===== config.mk =====
export PLATFORM = sky130hd
export DESIGN_NAME = pipe_sequencer
export DESIGN_NICKNAME = d
export VERILOG_FILES = /design/src/rtl/pipe_sequencer.sv
export SDC_FILE = /design/constraint.sdc
export NUM_CORES = 1
export LEC_CHECK = 0
export BUFFER_PORTS_ARGS = -buffer_cell sky130_fd_sc_hd__buf_2
export CAP_MARGIN = 20
export CORE_AREA = 4 4 74 76
export CTS_CLUSTER_SIZE = 14
export DETAILED_ROUTE_END_ITERATION = 12
export DIE_AREA = 0 0 78 80
export GPL_TIMING_DRIVEN = 0
export PLACE_DENSITY = 0.75
export SLEW_MARGIN = 20
export SYNTH_ARGS = -nofsm -noshare
export SYNTH_HDL_FRONTEND = slang
export SYNTH_SLANG_ARGS = --single-unit

===== constraint.sdc =====
create_clock -name sysclk -period 3.6 [get_ports sysclk]
set_input_delay 0.72 -clock sysclk [delete_from_list [all_inputs] [get_ports sysclk]]
set_output_delay 0.72 -clock sysclk [all_outputs]
set_load 0.005 [all_outputs]

===== src/rtl/pipe_sequencer.sv =====
// pipe_sequencer
// Control sequencer for a four-stage in-order pipeline (ID, EX, MEM, WB).
// It tracks which instruction sits in each stage, holds the pipe while a
// data-memory access is outstanding (freeze), inserts bubbles for register
// hazards (stall), and counts retirements.
//
// Build option: define PIPE_SEQ_FORWARDING_EN when the datapath forwards
// results; only a load immediately followed by a consumer then needs a
// bubble. With the macro undefined, any in-flight writer whose rd matches
// a source of the instruction in ID holds ID until that writer has left WB.
module pipe_sequencer (
  input  logic        sysclk,
  input  logic        rst,
  input  logic        inst_valid,
  output logic        inst_ready,
  input  logic [2:0]  inst_op,
  input  logic [2:0]  inst_rd,
  input  logic [2:0]  inst_rs1,
  input  logic [2:0]  inst_rs2,
  input  logic        mem_busy,
  output logic        ex_valid,
  output logic [2:0]  ex_op,
  output logic        mem_we,
  output logic        mem_re,
  output logic        wb_en,
  output logic [2:0]  wb_rd,
  output logic        stall,
  output logic        illegal_op,
  output logic [15:0] retired
);

  localparam logic [2:0] OP_ADD  = 3'd0;
  localparam logic [2:0] OP_ADDI = 3'd4;
  localparam logic [2:0] OP_SW   = 3'd5;
  localparam logic [2:0] OP_LW   = 3'd6;
  localparam logic [2:0] OP_SLL  = 3'd7;

  // Opcodes that write the register file.
  function automatic logic is_writer(input logic [2:0] op);
    return (op == OP_ADD) || (op == OP_ADDI) || (op == OP_LW) || (op == OP_SLL);
  endfunction

  // Opcodes that read rs2 in addition to rs1.
  function automatic logic reads_rs2(input logic [2:0] op);
    return (op == OP_ADD) || (op == OP_SW) || (op == OP_SLL);
  endfunction

  // Unassigned opcode values; they travel as bubbles.
  function automatic logic is_illegal(input logic [2:0] op);
    return (op == 3'd1) || (op == 3'd2) || (op == 3'd3);
  endfunction

  // True when a producer's rd is one of the sources the consumer reads.
  function automatic logic src_hit(input logic [2:0] prod_rd,
                                   input logic [2:0] cons_op,
                                   input logic [2:0] cons_rs1,
                                   input logic [2:0] cons_rs2);
    return (prod_rd == cons_rs1) || (reads_rs2(cons_op) && (prod_rd == cons_rs2));
  endfunction

  // p0 = ID, p1 = EX, p2 = MEM, p3 = WB
  logic        vld_p0, vld_p1, vld_p2, vld_p3;
  logic [2:0]  op_p0,  op_p1,  op_p2,  op_p3;
  logic [2:0]  rd_p0,  rd_p1,  rd_p2,  rd_p3;
  logic [2:0]  rs1_p0, rs1_p1, rs1_p2, rs1_p3;
  logic [2:0]  rs2_p0, rs2_p1, rs2_p2, rs2_p3;

  logic        freeze;
  logic        accept;
  logic        load_new;
  logic        unused_src_bits;

  // Memory still owns the load/store in MEM: nothing in the pipe may move.
  assign freeze = vld_p2 && ((op_p2 == OP_LW) || (op_p2 == OP_SW)) && mem_busy;

`ifdef PIPE_SEQ_FORWARDING_EN
  // Only a load in EX cannot forward in time; one bubble resolves it.
  assign stall = vld_p0 && vld_p1 && (op_p1 == OP_LW) &&
                 src_hit(rd_p1, op_p0, rs1_p0, rs2_p0);
`else
  // Without forwarding, ID waits until every matching writer has left WB.
  assign stall = vld_p0 && (
                   (vld_p1 && is_writer(op_p1) && src_hit(rd_p1, op_p0, rs1_p0, rs2_p0)) ||
                   (vld_p2 && is_writer(op_p2) && src_hit(rd_p2, op_p0, rs1_p0, rs2_p0)) ||
                   (vld_p3 && is_writer(op_p3) && src_hit(rd_p3, op_p0, rs1_p0, rs2_p0)));
`endif

  assign inst_ready = !vld_p0 || (!freeze && !stall);
  assign accept     = inst_valid && inst_ready;
  assign load_new   = accept && !is_illegal(inst_op);

  // Source indices travel with each instruction for visibility in later
  // stages; nothing past ID decodes them.
  assign unused_src_bits = ^{rs1_p1, rs2_p1, rs1_p2, rs2_p2, rs1_p3, rs2_p3, rd_p2};

  // ID stage: capture a new instruction, a bubble, or hold under freeze/stall
  always_ff @(posedge sysclk) begin
    if (rst) begin
      vld_p0 <= 1'b0;
      op_p0  <= 3'd0;
      rd_p0  <= 3'd0;
      rs1_p0 <= 3'd0;
      rs2_p0 <= 3'd0;
    end else if (!(freeze || stall)) begin
      if (load_new) begin
        vld_p0 <= 1'b1;
        op_p0  <= inst_op;
        rd_p0  <= inst_rd;
        rs1_p0 <= inst_rs1;
        rs2_p0 <= inst_rs2;
      end else begin
        vld_p0 <= 1'b0;
        op_p0  <= 3'd0;
        rd_p0  <= 3'd0;
        rs1_p0 <= 3'd0;
        rs2_p0 <= 3'd0;
      end
    end
  end

  // EX stage: hold under freeze (freeze wins over stall), bubble on stall
  always_ff @(posedge sysclk) begin
    if (rst) begin
      vld_p1 <= 1'b0;
      op_p1  <= 3'd0;
      rd_p1  <= 3'd0;
      rs1_p1 <= 3'd0;
      rs2_p1 <= 3'd0;
    end else if (!freeze) begin
      if (stall) begin
        vld_p1 <= 1'b0;
        op_p1  <= 3'd0;
        rd_p1  <= 3'd0;
        rs1_p1 <= 3'd0;
        rs2_p1 <= 3'd0;
      end else begin
        vld_p1 <= vld_p0;
        op_p1  <= op_p0;
        rd_p1  <= rd_p0;
        rs1_p1 <= rs1_p0;
        rs2_p1 <= rs2_p0;
      end
    end
  end

  // MEM stage: hold the access while memory is busy
  always_ff @(posedge sysclk) begin
    if (rst) begin
      vld_p2 <= 1'b0;
      op_p2  <= 3'd0;
      rd_p2  <= 3'd0;
      rs1_p2 <= 3'd0;
      rs2_p2 <= 3'd0;
    end else if (!freeze) begin
      vld_p2 <= vld_p1;
      op_p2  <= op_p1;
      rd_p2  <= rd_p1;
      rs1_p2 <= rs1_p1;
      rs2_p2 <= rs2_p1;
    end
  end

  // WB stage: bubble while MEM is frozen so nothing retires twice
  always_ff @(posedge sysclk) begin
    if (rst) begin
      vld_p3 <= 1'b0;
      op_p3  <= 3'd0;
      rd_p3  <= 3'd0;
      rs1_p3 <= 3'd0;
      rs2_p3 <= 3'd0;
    end else if (freeze) begin
      vld_p3 <= 1'b0;
      op_p3  <= 3'd0;
      rd_p3  <= 3'd0;
      rs1_p3 <= 3'd0;
      rs2_p3 <= 3'd0;
    end else begin
      vld_p3 <= vld_p2;
      op_p3  <= op_p2;
      rd_p3  <= rd_p2;
      rs1_p3 <= rs1_p2;
      rs2_p3 <= rs2_p2;
    end
  end

  // Illegal-opcode pulse, one cycle after the offending accept
  always_ff @(posedge sysclk) begin
    if (rst) begin
      illegal_op <= 1'b0;
    end else begin
      illegal_op <= accept && is_illegal(inst_op);
    end
  end

  // Retirement counter: one per valid instruction leaving WB, wraps naturally
  always_ff @(posedge sysclk) begin
    if (rst) begin
      retired <= 16'd0;
    end else if (vld_p3) begin
      retired <= retired + 16'd1;
    end
  end

  assign ex_valid = vld_p1;
  assign ex_op    = op_p1;
  assign mem_we   = vld_p2 && (op_p2 == OP_SW);
  assign mem_re   = vld_p2 && (op_p2 == OP_LW);
  assign wb_en    = vld_p3 && is_writer(op_p3);
  assign wb_rd    = rd_p3;

endmodule

# After elaboration in Yosys (flattened, before gate mapping)
# Cells that the tools add are included.
[op_classes]
addsub = 1
mul = 0
div = 0
n_lt_le_gt_ge = 0
eq_ne = 21
shift = 0
n_mux = 8
bitwise_logic = 0
reduce_logical = 48
[ops]
columns = ["cell", "n"]
rows = [
  ["equality test 3 bit, second input constant", 12],
  ["logical OR 1 bit", 21],
  ["equality test 3 bit", 6],
  ["logical AND 1 bit", 18],
  ["two-way mux 3 bit", 6],
  ["adder 16 x 1 -> 16 bit, second input constant", 1],
  ["logical NOT 3 bit", 4],
  ["equality test 3 x 2 -> 1 bit, second input constant", 2],
  ["logical NOT 1 bit", 4],
  ["equality test 3 x 1 -> 1 bit, second input constant", 1],
  ["two-way mux 1 bit", 2],
  ["OR reduction 2 bit", 1],
]
[totals]
register_bits = 51
latch_bits = 0
mem_bits_rw = 0
romBits = 0
in_bits = 16
out_inout_bits = 29
elab_cells = 94
mem_count = 0

# Depth between registers and ports, before layout
[depth]
word_depth = 15
depth_mapped = 7
ltp_nobuf = 6

# Worst setup path before layout
# No wires, ideal clock.
[synth_path]
path_type = "input to output"
start = "input port mem_busy"
end = "output port inst_ready"
t_arrival_ps = 1697
required_ps = 2880
slack_ps = 1183
path_stages = 4
path_buffers = 0
path_cell_list = "nand3_1 -> a21oi_1 -> a221oi_2 -> a31o_2"
[synth_via]
elab_chain_len = 4
[synth_lines]
columns = ["item", "line_no", "source"]
rows = [
  ["start: declaration", "20", "input logic mem_busy,"],
  ["logical AND 1 bit", "74", "assign freeze = vld_p2 && ((op_p2 == OP_LW) || (op_p2 == OP_SW)) && mem_busy;"],
  ["logical NOT 1 bit", "-", ""],
  ["logical AND 1 bit", "88", "assign inst_ready = !vld_p0 || (!freeze && !stall);"],
  ["logical OR 1 bit", "88", ""],
  ["end: declaration", "15", "output logic inst_ready,"],
]
# No other way between the ends.

# Final worst setup path
# Ends and elaborated chain as after synthesis.

==> run_results.csv <==
group,metric,value,unit
status,status,"complete, no violations",
place,place_inst,392,
hold_path,min_to,"ex_valid",
sta,hold_viol_final,0,
setup_path,crit_chain,"buf_2 -> nand3_1 -> a21oi_1 -> a221oi_2 -> a31o_2 -> buf_2",
synthesis,avgSynthCellArea,8.91,µm²
sta,relSlewSlack,0.416,
synthesis,synth_edf_count,0,
synthesis,synthXorXnorAreaFrac,0.105,
cts,cts_buffers,5,
power_and_ir_drop,comb_power_share,0.091,
sta,setup_violations,0,
die,die_w,78,µm
power_and_ir_drop,totalPowerFinal,0.00104,W
power_and_ir_drop,peakVddDrop,0.000262,V
route,vias,2118,
route,drt_pass1_iterations,5,
setup_path,cpMaxStageDelayCell,"a21oi_1",
global_route,grt_pass1_vias,1882,
setup_path,r2r-start,"vld_p2",
synthesis,synthAdderAreaFrac,0.00500,
synthesis,synth_ff_type,"dfxtp_1",
synthesis,synth_top_family_by_area,"simple AND/OR/NAND/NOR gates",
synthesis,synthCells,281,
hold_path,hp-start,"ex_valid",
power_and_ir_drop,power.internal,0.000776,W
run,cap_violations,0,
cts,clk_pin_slew,0.09,ns
cts,worstSkewPairLatency,0.31,ns
sta,fmax,338,MHz
cts,cts_buffer_depth,2,
route,drt_first_iter_violations,91,
die,start_util,0.530,
cells_and_area,stdcell_count,400,
cells_and_area,design_area,0.00291,mm²
cells_and_area,syn_to_final_growth,16.1,%
cells_and_area,diodes,0,
cts,cts-htree-levels,2,
synthesis,yosysTopAreaCell,"dfxtp_1",
synthesis,synthMuxAreaShare,0.0684,
route,vias_per_cell,5.30,
setup_path,reg2reg_depth,6,
sta,timing.hold.ws,0.500,ns
global_route,antenna_found_initial,0,
cts,clock_sinks,51,
synthesis,synth_nets,298,
setup_path,r2r_setup_slack,1.37,ns
place,portBuffers,44,
setup_path,worstPathArrival,2.24,ns
synthesis,synth_top_cell_area_share,0.408,
power_and_ir_drop,p_per_area,356,mW/mm²
setup_path,crit_top_cell,"buf_2",
power_and_ir_drop,p_seq_frac,0.571,
setup_path,crit_type,"primary input to output port",
cts,cts_resized,0,
hold_path,hp-class,"register to register",
global_route,grt_usage,0.183,
setup_path,cp_data_required_time,2.88,ns
synthesis,ys_seq_area_frac,0.408,
global_route,grt_overflow,0,
power_and_ir_drop,clock_power_share,0.338,
route,wl_per_cell,13.7,µm
die,num_rows,25,
setup_path,startpoint_type,"primary input",
cts,cts.hold.buffers_added,0,
setup_path,worstReg2RegEnd,"op_p0[1]",
power_and_ir_drop,switching_share,0.251,
route,detail-route-antenna-nets,0,
synthesis,yosys_register_bits,51,
synthesis,synth-simple-area-share,0.260,
synthesis,ys_top_cells_by_area,"dfxtp_1 41%, xor2_1 8.0%, mux2i_1 6.4%",
cts,cts_setup_buffers,0,
place,dp_hpwl,3970,µm
global_route,grt_max_degree,17,
die,dieHeight,80,µm
place,place_area,0.00281,mm²
sta,worstMarginPinSlew,0.876,ns
synthesis,synth.distinct_cells,41,
setup_path,end_kind,"output port",
power_and_ir_drop,p_leak,1.19,nW
synthesis,synth_compound_area_frac,0.117,
cells_and_area,nets,349,
sta,fin_tns_setup,0,ns
synthesis,netlist_area,0.00250,mm²
route,drc,0,
cts,clock-root-buffer,"clkbuf_8",
sta,layout_min_cycle_time,2.96,ns
hold_path,hold_path_depth,2,
sta,post-route-period-util,0.821,
sta,finClkSkew,0.00886,ns
sta,maxSlewViolCount,0,
die,coreArea,0.00472,mm²
setup_path,cpPeakStageDelay,0.71,ns
global_route,grt_pass1_wl,9110,µm
route,drt-total-wl,5470,µm
synthesis,yosys_warnings,0,
die,io_pins,45,
place,place_congestion,0.799,
sta,rsz0062_at_grt,"false",
synthesis,async_flop_share,0,
power_and_ir_drop,netSwitchingPower,0.000260,W
die,design.die.area,0.00624,mm²
cells_and_area,drive_gt1_frac,0.201,
cts,cts_tree,"yes",
setup_path,crit_fanout,10,
per-stage QoR:
stage               utilization  setup WS, ns
global placement          0.595         0.728
finish                    0.616         0.643
detailed placement        0.595         0.690
global route              0.616         0.514
CTS                       0.616         0.672
floorplan                     -          1.18
power by group through the flow:
stage          logic (W)  clock network [W]  registers, W
2_1_floorplan  0.0000662                  0      0.000601
3_3_place_gp   0.0000913                  0      0.000605
3_5_place_dp   0.0000934                  0      0.000605
4_1_cts        0.0000943           0.000358      0.000592
5_1_grt         0.000105           0.000380      0.000594
6_report       0.0000942           0.000351      0.000592
routing by layer:
metal,up-vias,part of all wire,GRT usage
met5,-,0,0
met4,0,0.012,0.0577
met3,7,0.050,0.0440
met2,58,0.47,0.284
met1,989,0.47,0.250
li1,1064,-,-
flip-flops by register name, summed over array words and instances (netlist names):
signal      cells
ex_op           3
ex_valid        1
illegal_op      1
op_p0           3
op_p2           3
op_p3           3
rd_p0           3
rd_p1           3
rd_p2           3
retired        16
rs1_p0          3
rs2_p0          3
vld_p0          1
vld_p2          1
vld_p3          1
wb_rd           3
worst max path at each step:
stage,startpoint,to,slack (ns),depth (start not counted)
2_1_floorplan,mem_busy,inst_ready,1.18,4
3_3_place_gp,mem_busy,inst_ready,0.73,6
3_5_place_dp,mem_busy,inst_ready,0.69,6
4_1_cts,mem_busy,inst_ready,0.67,6
5_1_grt,mem_busy,inst_ready,0.51,6
6_report,mem_busy,inst_ready,0.64,6
cell families (layout without fill, tap and decap cells):
family | Yosys count | in the layout
buffers and inverters | 21 | 73
adder cells (fa/ha/maj) | 1 | 1
XOR/XNOR | 30 | 30
multiplexers | 17 | 17
AO/OA/AOI/OAI | 39 | 39
flip-flops | 51 | 51
AND/OR/NAND/NOR | 122 | 122
Yosys cell counts (all sizes together) (4+ instances only):
cell,n
xor2,23
nor3,10
nand2b,13
inv,10
o21ai,6
or3,4
and2,6
nor2b,8
clkbuf,8
a21oi,21
xnor2,7
nand4,11
nand3,4
nor2,27
nand2,20
mux2i,16
nor4,4
nor3b,6
dfxtp,51
layout make-up:
cell class | count | area, µm²
inverters | 10 | 37.5
multi-input cells | 209 | 1390
clock buffers | 6 | 82.6
plain buffers | 11 | 55.1
clock inverters | 2 | 16.3
repair buffers | 44 | 220
flip-flops and latches | 51 | 1020
well taps | 67 | 83.8
fillers | 434 | 1820
placed cells by master, fill, tap and decap left out, types with 6 or more instances in the layout:
cell type / synthesis / final
nand2b_1: 13 / 13
nand4_1: 11 / 11
xor2_1: 23 / 23
inv_1: 10 / 10
nand2_1: 20 / 20
nor2b_1: 8 / 8
a21oi_1: 21 / 21
mux2i_1: 16 / 16
clkbuf_8: 0 / 6
nor3b_1: 6 / 6
and2_1: 6 / 6
dfxtp_1: 51 / 51
buf_2: 2 / 46
nor3_1: 10 / 10
xnor2_1: 7 / 7
o21ai_0: 6 / 6
clkbuf_1: 8 / 8
nor2_1: 27 / 27
critical path, delay by kind of cell:
family | cells | cell delay, ns
AND/OR/NAND/NOR | 1 | 0.13
AO/OA/AOI/OAI | 3 | 1.17
buffers and inverters | 2 | 0.19
Note: power is estimated with default switching activity, not from simulation.
